--- src/rtl/fixed_divider_p.sv ---
// Sequential radix-2 restoring fixed-point divider, q = a/b in Q(WIDTH-FRAC).FRAC.
// One quotient bit per clock, optional two's-complement mode with saturation.
module fixed_divider_p #(
    parameter int unsigned WIDTH  = 10,
    parameter int unsigned FRAC   = 6,
    parameter bit          SIGNED = 1'b0
) (
    input  logic             clk,
    input  logic             sclr,
    input  logic             start,
    input  logic [WIDTH-1:0] a_in,
    input  logic [WIDTH-1:0] b_in,
    output logic [WIDTH-1:0] q_out,
    output logic             dvz,
    output logic             ovf,
    output logic             busy,
    output logic             valid
);

    localparam int unsigned N  = WIDTH + FRAC;
    localparam int unsigned CW = $clog2(N + 1);

    localparam logic [1:0] StIdle = 2'd0;
    localparam logic [1:0] StCalc = 2'd1;
    localparam logic [1:0] StDone = 2'd2;

    localparam logic [N-1:0]     PosLim = N'((1 << (WIDTH - 1)) - 1);
    localparam logic [N-1:0]     NegLim = PosLim + N'(1);
    localparam logic [WIDTH-1:0] QMax   = {1'b0, {(WIDTH - 1){1'b1}}};
    localparam logic [WIDTH-1:0] QMin   = {1'b1, {(WIDTH - 1){1'b0}}};

    logic [1:0]       state_q, state_d;
    logic [N-1:0]     dq_q, dq_d;
    logic [WIDTH-1:0] rem_q, rem_d;
    logic [WIDTH-1:0] div_q, div_d;
    logic             neg_q, neg_d;
    logic [CW-1:0]    cnt_q, cnt_d;
    logic [WIDTH-1:0] q_q, q_d;
    logic             dvz_q, dvz_d;
    logic             ovf_q, ovf_d;
    logic             valid_q, valid_d;

    logic [WIDTH-1:0] a_mag, b_mag;
    logic [N-1:0]     dvd_init;
    logic [WIDTH:0]   r_sh, r_trial;
    logic             q_bit;
    logic [WIDTH-1:0] rem_nxt;
    logic [N-1:0]     dq_nxt;
    logic             ovf_fin;
    logic [WIDTH-1:0] q_fin;

    // Unsigned WIDTH-bit magnitude: -2^(WIDTH-1) negates to 2^(WIDTH-1) without wrapping.
    always_comb begin
        a_mag = (SIGNED && a_in[WIDTH-1]) ? (~a_in + 1'b1) : a_in;
        b_mag = (SIGNED && b_in[WIDTH-1]) ? (~b_in + 1'b1) : b_in;
        dvd_init = '0;
        dvd_init[N-1 -: WIDTH] = a_mag;
    end

    // dq holds the unconsumed dividend bits on top and the growing quotient below.
    always_comb begin
        r_sh    = {rem_q, dq_q[N-1]};
        r_trial = r_sh - {1'b0, div_q};
        q_bit   = ~r_trial[WIDTH];
        rem_nxt = q_bit ? r_trial[WIDTH-1:0] : r_sh[WIDTH-1:0];
        dq_nxt  = {dq_q[N-2:0], q_bit};
    end

    always_comb begin
        ovf_fin = 1'b0;
        q_fin   = dq_nxt[WIDTH-1:0];
        if (SIGNED) begin
            if (neg_q) begin
                ovf_fin = dq_nxt > NegLim;
                q_fin   = ovf_fin ? QMin : (~dq_nxt[WIDTH-1:0] + 1'b1);
            end else begin
                ovf_fin = dq_nxt > PosLim;
                q_fin   = ovf_fin ? QMax : dq_nxt[WIDTH-1:0];
            end
        end else begin
            ovf_fin = (dq_nxt >> WIDTH) != '0;
            q_fin   = ovf_fin ? '1 : dq_nxt[WIDTH-1:0];
        end
    end

    always_comb begin
        state_d = state_q;
        dq_d    = dq_q;
        rem_d   = rem_q;
        div_d   = div_q;
        neg_d   = neg_q;
        cnt_d   = cnt_q;
        q_d     = q_q;
        dvz_d   = dvz_q;
        ovf_d   = ovf_q;
        valid_d = valid_q;
        case (state_q)
            StIdle, StDone: begin
                if (start) begin
                    valid_d = 1'b0;
                    dvz_d   = 1'b0;
                    ovf_d   = 1'b0;
                    if (b_in == '0) begin
                        state_d = StDone;
                        valid_d = 1'b1;
                        dvz_d   = 1'b1;
                        q_d     = '0;
                    end else begin
                        state_d = StCalc;
                        dq_d    = dvd_init;
                        rem_d   = '0;
                        div_d   = b_mag;
                        neg_d   = SIGNED && (a_in[WIDTH-1] ^ b_in[WIDTH-1]);
                        cnt_d   = '0;
                    end
                end
            end
            StCalc: begin
                dq_d  = dq_nxt;
                rem_d = rem_nxt;
                cnt_d = cnt_q + CW'(1);
                if (cnt_q == CW'(N - 1)) begin
                    state_d = StDone;
                    valid_d = 1'b1;
                    q_d     = q_fin;
                    ovf_d   = ovf_fin;
                end
            end
            default: state_d = StIdle;
        endcase
    end

    always_ff @(posedge clk) begin
        if (sclr) begin
            state_q <= StIdle;
            dq_q    <= '0;
            rem_q   <= '0;
            div_q   <= '0;
            neg_q   <= 1'b0;
            cnt_q   <= '0;
            q_q     <= '0;
            dvz_q   <= 1'b0;
            ovf_q   <= 1'b0;
            valid_q <= 1'b0;
        end else begin
            state_q <= state_d;
            dq_q    <= dq_d;
            rem_q   <= rem_d;
            div_q   <= div_d;
            neg_q   <= neg_d;
            cnt_q   <= cnt_d;
            q_q     <= q_d;
            dvz_q   <= dvz_d;
            ovf_q   <= ovf_d;
            valid_q <= valid_d;
        end
    end

    assign q_out = q_q;
    assign dvz   = dvz_q;
    assign ovf   = ovf_q;
    assign valid = valid_q;
    assign busy  = state_q == StCalc;

endmodule

--- config.mk ---
export PLATFORM = sky130hd
export DESIGN_NAME = fixed_divider_p
export DESIGN_NICKNAME = d
export VERILOG_FILES = /design/src/rtl/fixed_divider_p.sv
export SDC_FILE = /design/constraint.sdc
export NUM_CORES = 1
export LEC_CHECK = 0
export ABC_AREA = 0
export CAP_MARGIN = 20
export CORE_MARGIN = 2
export CORE_UTILIZATION = 50
export DETAILED_ROUTE_END_ITERATION = 8
export HOLD_SLACK_MARGIN = 0.05
export PLACE_DENSITY = 0.84
export SLEW_MARGIN = 25
export SYNTH_ARGS = -nofsm -noshare
export SYNTH_HDL_FRONTEND = slang
export SYNTH_SLANG_ARGS = --single-unit
--- constraint.sdc ---
create_clock -name clk -period 3.4 [get_ports clk]
set_clock_uncertainty 0.05 [all_clocks]
set_input_delay 0.51 -clock clk [delete_from_list [all_inputs] [get_ports clk]]
set_output_delay 0.51 -clock clk [all_outputs]
set_load 0.02 [all_outputs]
==> summary.txt, run 1 <==
Synth
  • EDFF count, synth: 0
  • Leading area contributor after synthesis: dfxtp_1
  • Syn Inst Count: 329
  • Yosys top cell area share: 40.7%
  • Post-synthesis adder-cell area fraction: 6.18%
  • Mux contribution to synthesized area: 0%
  • Post-Synth XOR/XNOR Area: 2.55%
  • Mapped Area: 0.00275 mm^2
  • Sequential share of the synthesized area: 40.7%
  • Syn_nets: 365
  • Post-Synth Simple-Gate Area: 22.1%
  • Synth Register Bits: 56
  • Most used DFF post-synth: dfxtp_1
  • Area contributors post-synth: dfxtp_1, nand2_1, a21oi_1
  • Post-synth ARST share: 0%
  • Avg Inst Size Synth: 8.36 um^2
  • Synth Area in Compound Gates: 23.8%
  • Yosys warns: 0
  • Synth unique cells: 47
  • Largest family of logic cells by synthesized area: compound AO/OA/AOI/OAI gates

STA
  • Fmax: 0.364 GHz
  • Final period util: 80.7%
  • Fin Setup TNS: 0 ps
  • Slew Limit Headroom: 70.1%
  • Final hold violations: 0
  • Least-Margin Pin Slew: 449 ps
  • Fin. max-slew vios: 0
  • Fin crit period: 2740 ps
  • Final setup viols: 0
  • Unrepaired setup endpoints after global routing: no

Critical path
  • Worst endpoint required time: 3540 ps
  • CP max stage delay: 400 ps
  • Max FO, Critical Path: 10
  • CP Buf/Inv Count: 1
  • CP Capture Type: flop
  • Worst R2R End: rem_q[9]
  • RR Startpoint: dq_q[15]
  • CP Launch Type: flop
  • Crit-path slowest cell: fa_1
  • Worst path most repeated cell: nor2_1
  • R2R setup slack: 660 ps
  • CP Class: flop to flop
  • Critical Path Stages: 9
  • Worst R2R Path Depth: 9
  • CP delay by family, top: compound AO/OA/AOI/OAI gates
  • Critical path data arrival time: 2890 ps
  • Critical-path cell list: inv_1 > ha_1 > fa_1 > nand2b_1 > a211oi_2 > nor2_1 > o221ai_4 > nor2_1 > a221o_1

Run status
  • Status: completed

Hold path
  • Hold depth: 2
  • Worst Hold Class: flop to flop
  • HP Start: q_out[3]
  • WHS Endpoint: q_out[3]

Floorplan
  • Starting Density: 50.9%
  • DIE AREA: 0.00611 mm^2
  • Core area: 0.00541 mm^2
  • I/O pins: 37
  • # rows: 27
  • Die height: 78.2 um
  • Die W: 78.2 um

Global routing
  • Global route overflow: 0
  • First-pass GRT wire length: 10600 um
  • Vias in the first global route: 2373
  • Total track usage: 21.3%
  • Largest net degree at the start of global routing: 40
  • Initial antenna violation count: 0

Layout
  • Fin nets: 397
  • # diodes: 0
  • Area delta synth->final: 19.0%
  • Number of standard cells in the layout, taps in and fillers out: 434
  • Ratio of cells with drive above 1 in the final layout: 8.29%

Route
  • Vias: 2468
  • Top Layer Used: met4
  • WL met3: 253 um
  • Antenna Nets Post-Route: 0
  • WL met2: 3140 um
  • TritonRoute pass-1 iters: 5
  • DRC errors left: 0
  • M1 wire length: 2760 um
  • DR WL/cell: 14.4 um
  • Starting DRC count in detailed routing: 154
  • Vias/cell: 5.69
  • Routed WL: 6260 um

Placement
  • Cell total after placement: 426
  • Port Buf Inserts: 36
  • Gp weighted congestion: 0.863
  • DPL Wire Length: 4580 um

Clock tree
  • CTS max path bufs: 2
  • CTS root buf: clkbuf_8
  • Htree depth: 2
  • Worst skew pair latency: 300 ps
  • CTS Hold Bufs: 0
  • CTS tree: done
  • Clock sink count: 56
  • Clock transition at path regs: 100 ps
  • CTS buffer count: 5
  • Cts repair resizes: 0
  • Setup Fix Bufs, Post-CTS: 0

Pwr
  • Total Power: 1.66 mW
  • PwrDens: 508 mW/mm^2
  • VDD IR-drop max: 328 uV
  • Pleak: 1.23 nW

Job
  • Max cap viols: 0
-- cell families (layout without fill, tap and decap cells) --
family,after synthesis,in the layout
compound gates,88,88
xor+xnor,8,8
fa+ha+maj,13,13
buf+inv,30,63
flops,56,56
simple gates,134,134
-- through the flow --
stage          util (%)  setup slack [ps]  cell area, um^2  hold slack [ps]
2_1_floorplan         -               977             2750              381
4_1_cts            60.6               680             3270              406
3_3_place_gp       58.6               765             3170              388
5_1_grt            60.6               500             3270              428
6_report           60.6               655             3270              404
3_5_place_dp       58.6               643             3170              392
-- cell type report --
cell class / instances / area, um^2
Sequential cell: 56 / 1120
Tap cell: 72 / 90.1
Clock buffer: 6 / 72.6
Clock inverter: 2 / 35.0
Fill cell: 489 / 2130
Inverter: 14 / 52.6
Timing Repair Buffer: 41 / 398
Multi-Input combinational cell: 243 / 1500
-- cell usage in the layout, fill, tap and decap left out, types with 2 or more instances in the layout --
cell,synthesis,routed
clkbuf_8,0,5
a22oi_1,7,7
nor3_1,10,10
a221o_2,6,6
nand3_1,3,3
nand2b_1,7,7
a21oi_1,32,32
nor2_1,34,34
clkdlybuf4s50_1,0,36
a221o_1,4,4
o211ai_1,9,9
nor2_2,2,2
and2_1,6,6
a211oi_1,2,2
xor2_1,7,7
a21oi_2,3,3
nand4_1,3,3
nor2b_1,2,2
inv_1,14,14
nand2_1,57,57
a21o_1,4,4
nor4_1,2,2
o21ai_0,3,3
dfxtp_1,56,56
a311oi_1,9,9
buf_4,0,5
ha_1,12,12
-- sequential cells by signal, summed over array words and instances (netlist names) --
register	count
valid	1
dvz	1
state_q	2
div_q	10
cnt_q	5
ovf	1
rem_q	10
dq_q	16
q_out	10
-- worst max-delay path by stage --
stage / start / end / slack (ps)
2_1_floorplan: dq_q[15] / rem_q[3] / 980
3_3_place_gp: b_in[9] / dq_q[0] / 760
3_5_place_dp: b_in[9] / dq_q[0] / 640
4_1_cts: dq_q[15] / rem_q[9] / 680
5_1_grt: dq_q[15] / rem_q[9] / 500
6_report: dq_q[15] / rem_q[9] / 660
-- synthesized netlist by cell type, types with 2 or more instances --
| master | number |
|---|---|
| nand2_1 | 57 |
| nor3_1 | 10 |
| buf_2 | 5 |
| buf_1 | 2 |
| inv_1 | 14 |
| dfxtp_1 | 56 |
| o211ai_1 | 9 |
| a221o_2 | 6 |
| nor2b_1 | 2 |
| a311oi_1 | 9 |
| ha_1 | 12 |
| nand2b_1 | 7 |
| nor4_1 | 2 |
| nor2_2 | 2 |
| a211oi_1 | 2 |
| clkbuf_1 | 8 |
| a221o_1 | 4 |
| a21oi_1 | 32 |
| a21o_1 | 4 |
| o21ai_0 | 3 |
| xor2_1 | 7 |
| nor2_1 | 34 |
| nand3_1 | 3 |
| a21oi_2 | 3 |
| nand4_1 | 3 |
| and2_1 | 6 |
| a22oi_1 | 7 |
-- layer usage --
layer  GRT usage, %  vias up
li1               -     1228
met1           27.1     1177
met2           36.8       52
met3           3.45       11
met4           7.02        0
met5              0        -
-- power by group --
part	internal, mW	total [mW]	switching [mW]	leakage, nW
clock	0.219	0.423	0.204	0.0552
combinational	0.211	0.503	0.292	0.722
sequential	0.701	0.737	0.0354	0.457
total	1.13	1.66	0.531	1.23
-- worst reg2reg max path: cells and delay by family (launching register included) --
kind / cells / cell delay, ps
AOI/OAI and AO/OA: 3 / 980
adders and majority gates: 2 / 630
and+or+nand+nor: 3 / 520
DFF: 1 / 390
buffers and inverters: 1 / 70
Note: power is estimated with default switching activity, not from simulation.
==> run 2, diff against run 1 <==
--- a/config.mk
+++ b/config.mk
@@ -8,10 +8,10 @@
 export ABC_AREA = 0
 export CAP_MARGIN = 20
 export CORE_MARGIN = 2
-export CORE_UTILIZATION = 50
+export CORE_UTILIZATION = 49
 export DETAILED_ROUTE_END_ITERATION = 8
 export HOLD_SLACK_MARGIN = 0.05
-export PLACE_DENSITY = 0.84
+export PLACE_DENSITY = 0.85
 export SLEW_MARGIN = 25
 export SYNTH_ARGS = -nofsm -noshare
 export SYNTH_HDL_FRONTEND = slang
==> constraint.sdc (replaced) <==
create_clock -name clk -period 2.3 [get_ports clk]
set_clock_uncertainty 0.05 [all_clocks]
set_input_delay 0.345 -clock clk [delete_from_list [all_inputs] [get_ports clk]]
set_output_delay 0.345 -clock clk [all_outputs]
set_load 0.02 [all_outputs]
==> run 2 against run 1 <==
The run now ends with setup timing left. Largest cell class unchanged. Combinational power rose by 81%. Clock-buffer cell count is 1 lower. Critical endpoint unchanged. Sequential cell count did not move. Clock power grew 56%. Design area increased by 6.0%. Sequential power rose by 48%. Register-to-register slack lost 710 ps. Die area rose by 1.9%.
==> summary.txt, run 2 (synthesis results as in run 1) <==
Run status
  • Status: complete, but fails checks
  • Failing checks: setup timing

Route
  • DRC errors left: 0
  • Vias: 2536
  • TritonRoute pass-1 iters: 5
  • DR WL/cell: 15.2 um
  • Starting DRC count in detailed routing: 109
  • Vias/cell: 5.62
  • Antenna Nets Post-Route: 0
  • Routed WL: 6870 um

Critical path
  • RR Startpoint: dq_q[15]
  • CP Class: flop to flop
  • Worst endpoint required time: 2450 ps
  • CP Capture Type: flop
  • Max FO, Critical Path: 6
  • CP Launch Type: flop
  • R2R setup slack: -60 ps
  • Critical path data arrival time: 2500 ps
  • Worst R2R Path Depth: 9
  • Worst R2R End: rem_q[9]

STA
  • Fmax: 0.424 GHz
  • Unrepaired setup endpoints after global routing: yes
  • Final hold violations: 0
  • Worst Slack Setup Final: -55.8 ps
  • Slew Limit Headroom: 73.3%
  • Hold_ws: 407 ps
  • Fin. max-slew vios: 0
  • Final setup viols: 11
  • Fin crit period: 2360 ps
  • Final period util: 102%
  • Least-Margin Pin Slew: 400 ps

Clock tree
  • Worst skew pair latency: 310 ps
  • CTS buffer count: 5
  • CTS tree: done
  • Clock sink count: 56
  • Htree depth: 2
  • Clock transition at path regs: 100 ps
  • CTS max path bufs: 2
  • CTS root buf: clkbuf_8

Placement
  • Gp weighted congestion: 0.849
  • DPL Wire Length: 4830 um
  • Port Buf Inserts: 36
  • Placed cell area: 0.00330 mm^2
  • Cell total after placement: 439

Global routing
  • First-pass GRT wire length: 11500 um
  • Vias in the first global route: 2568
  • Largest net degree at the start of global routing: 25
  • Total track usage: 22.9%
  • Global route overflow: 0
  • Initial antenna violation count: 0

Floorplan
  • Die height: 78.9 um
  • DIE AREA: 0.00623 mm^2
  • Die W: 78.9 um
  • I/O pins: 37
  • Core area: 0.00547 mm^2
  • Starting Density: 50.3%
  • # rows: 27

Pwr
  • Total Power: 2.66 mW
  • Switching share of total power: 33.0%
  • Pleak: 1.33 nW
  • Switching power: 0.876 mW
  • Seq pwr share: 41.0%
  • Clk pwr share: 24.8%
  • P_int: 1.78 mW
  • VDD IR-drop max: 449 uV
  • PwrDens: 766 mW/mm^2
  • Gate power share: 34.2%

Layout
  • Number of standard cells in the layout, taps in and fillers out: 451
  • # diodes: 0
  • Layout fillers: 473
  • Ratio of cells with drive above 1 in the final layout: 14.2%
  • Fin nets: 414
  • Fin util: 63.4%
  • Most common cell after layout, fill and taps aside: nand2_1
  • Post-Layout Inst Area: 0.00347 mm^2
  • Commonest non-fill, non-tap cells in the layout: nand2_1, dfxtp_1, clkdlybuf4s50_1, nor2_1, a21oi_1
  • Area delta synth->final: 26.1%
  • Max FFs per register: 16
  • Top reg by flops: dq_q

Hold path
  • Worst Hold Class: flop to flop
  • WHS Endpoint: q_out[5]
  • HP Start: q_out[5]
  • Hold depth: 2

Job
  • Max cap viols: 0
run 2: repair_timing:
| action | 4_1_cts | 5_1_grt |
|---|---|---|
| endpoints found under the setup margin | 12 | 12 |
| hold buffers | 0 | 0 |
| setup buffers | 1 | 1 |
| gates cloned | 2 | 0 |
| resized for setup | 3 | 0 |
| pin swaps | 5 | 2 |
run 2: stage by stage:
stage / setup TNS [ps] / setup slack, ps
floorplan: -581 / -66.8
global placement: -694 / -80.6
detailed placement: -1490 / -163
CTS: -68.4 / -31.2
finish: -377 / -55.8
global route: -1340 / -137
run 2: per-layer routing:
metal / GRT usage [%] / wire, um / up-vias
met5: 0 / 0 / -
met2: 40.5 / 3470 / 78
met3: 4.32 / 430 / 12
met1: 28.0 / 2870 / 1182
li1: - / - / 1264
met4: 7.76 / 99 / 0
run 2: worst max path at each step:
| stage | cells after the start | start | end |
|---|---|---|---|
| 6_report | 9 | dq_q[15] | rem_q[9] |
| 5_1_grt | 9 | dq_q[15] | rem_q[9] |
| 4_1_cts | 9 | dq_q[15] | rem_q[8] |
| 3_5_place_dp | 9 | dq_q[15] | rem_q[7] |
| 3_3_place_gp | 9 | dq_q[15] | rem_q[5] |
| 2_1_floorplan | 10 | dq_q[15] | rem_q[0] |
run 2: power groups by stage:
stage	logic [mW]	registers [mW]	clock network (mW)
2_1_floorplan	0.549	1.11	0
3_5_place_dp	0.798	1.11	0
6_report	0.908	1.09	0.659
3_3_place_gp	0.779	1.11	0
5_1_grt	0.985	1.10	0.711
4_1_cts	0.878	1.09	0.670
run 2: area by class of cell:
cell class | count | area (um^2) | area share, %
clock inverters | 3 | 46.3 | 1.33
repair buffers | 56 | 523 | 15.1
well taps | 72 | 90.1 | 2.60
multi-input cells | 245 | 1570 | 45.1
flip-flops and latches | 56 | 1120 | 32.4
inverters | 14 | 52.6 | 1.52
clock buffers | 5 | 68.8 | 1.98
run 2: worst max-delay path, stage by stage, from the launching register on:
cell,delay [ps]
dfxtp_2,350
inv_2,40
ha_4,150
fa_2,340
nand2b_4,160
a211oi_4,260
nor2_1,150
o221ai_4,290
nor2_2,120
a221o_1,330
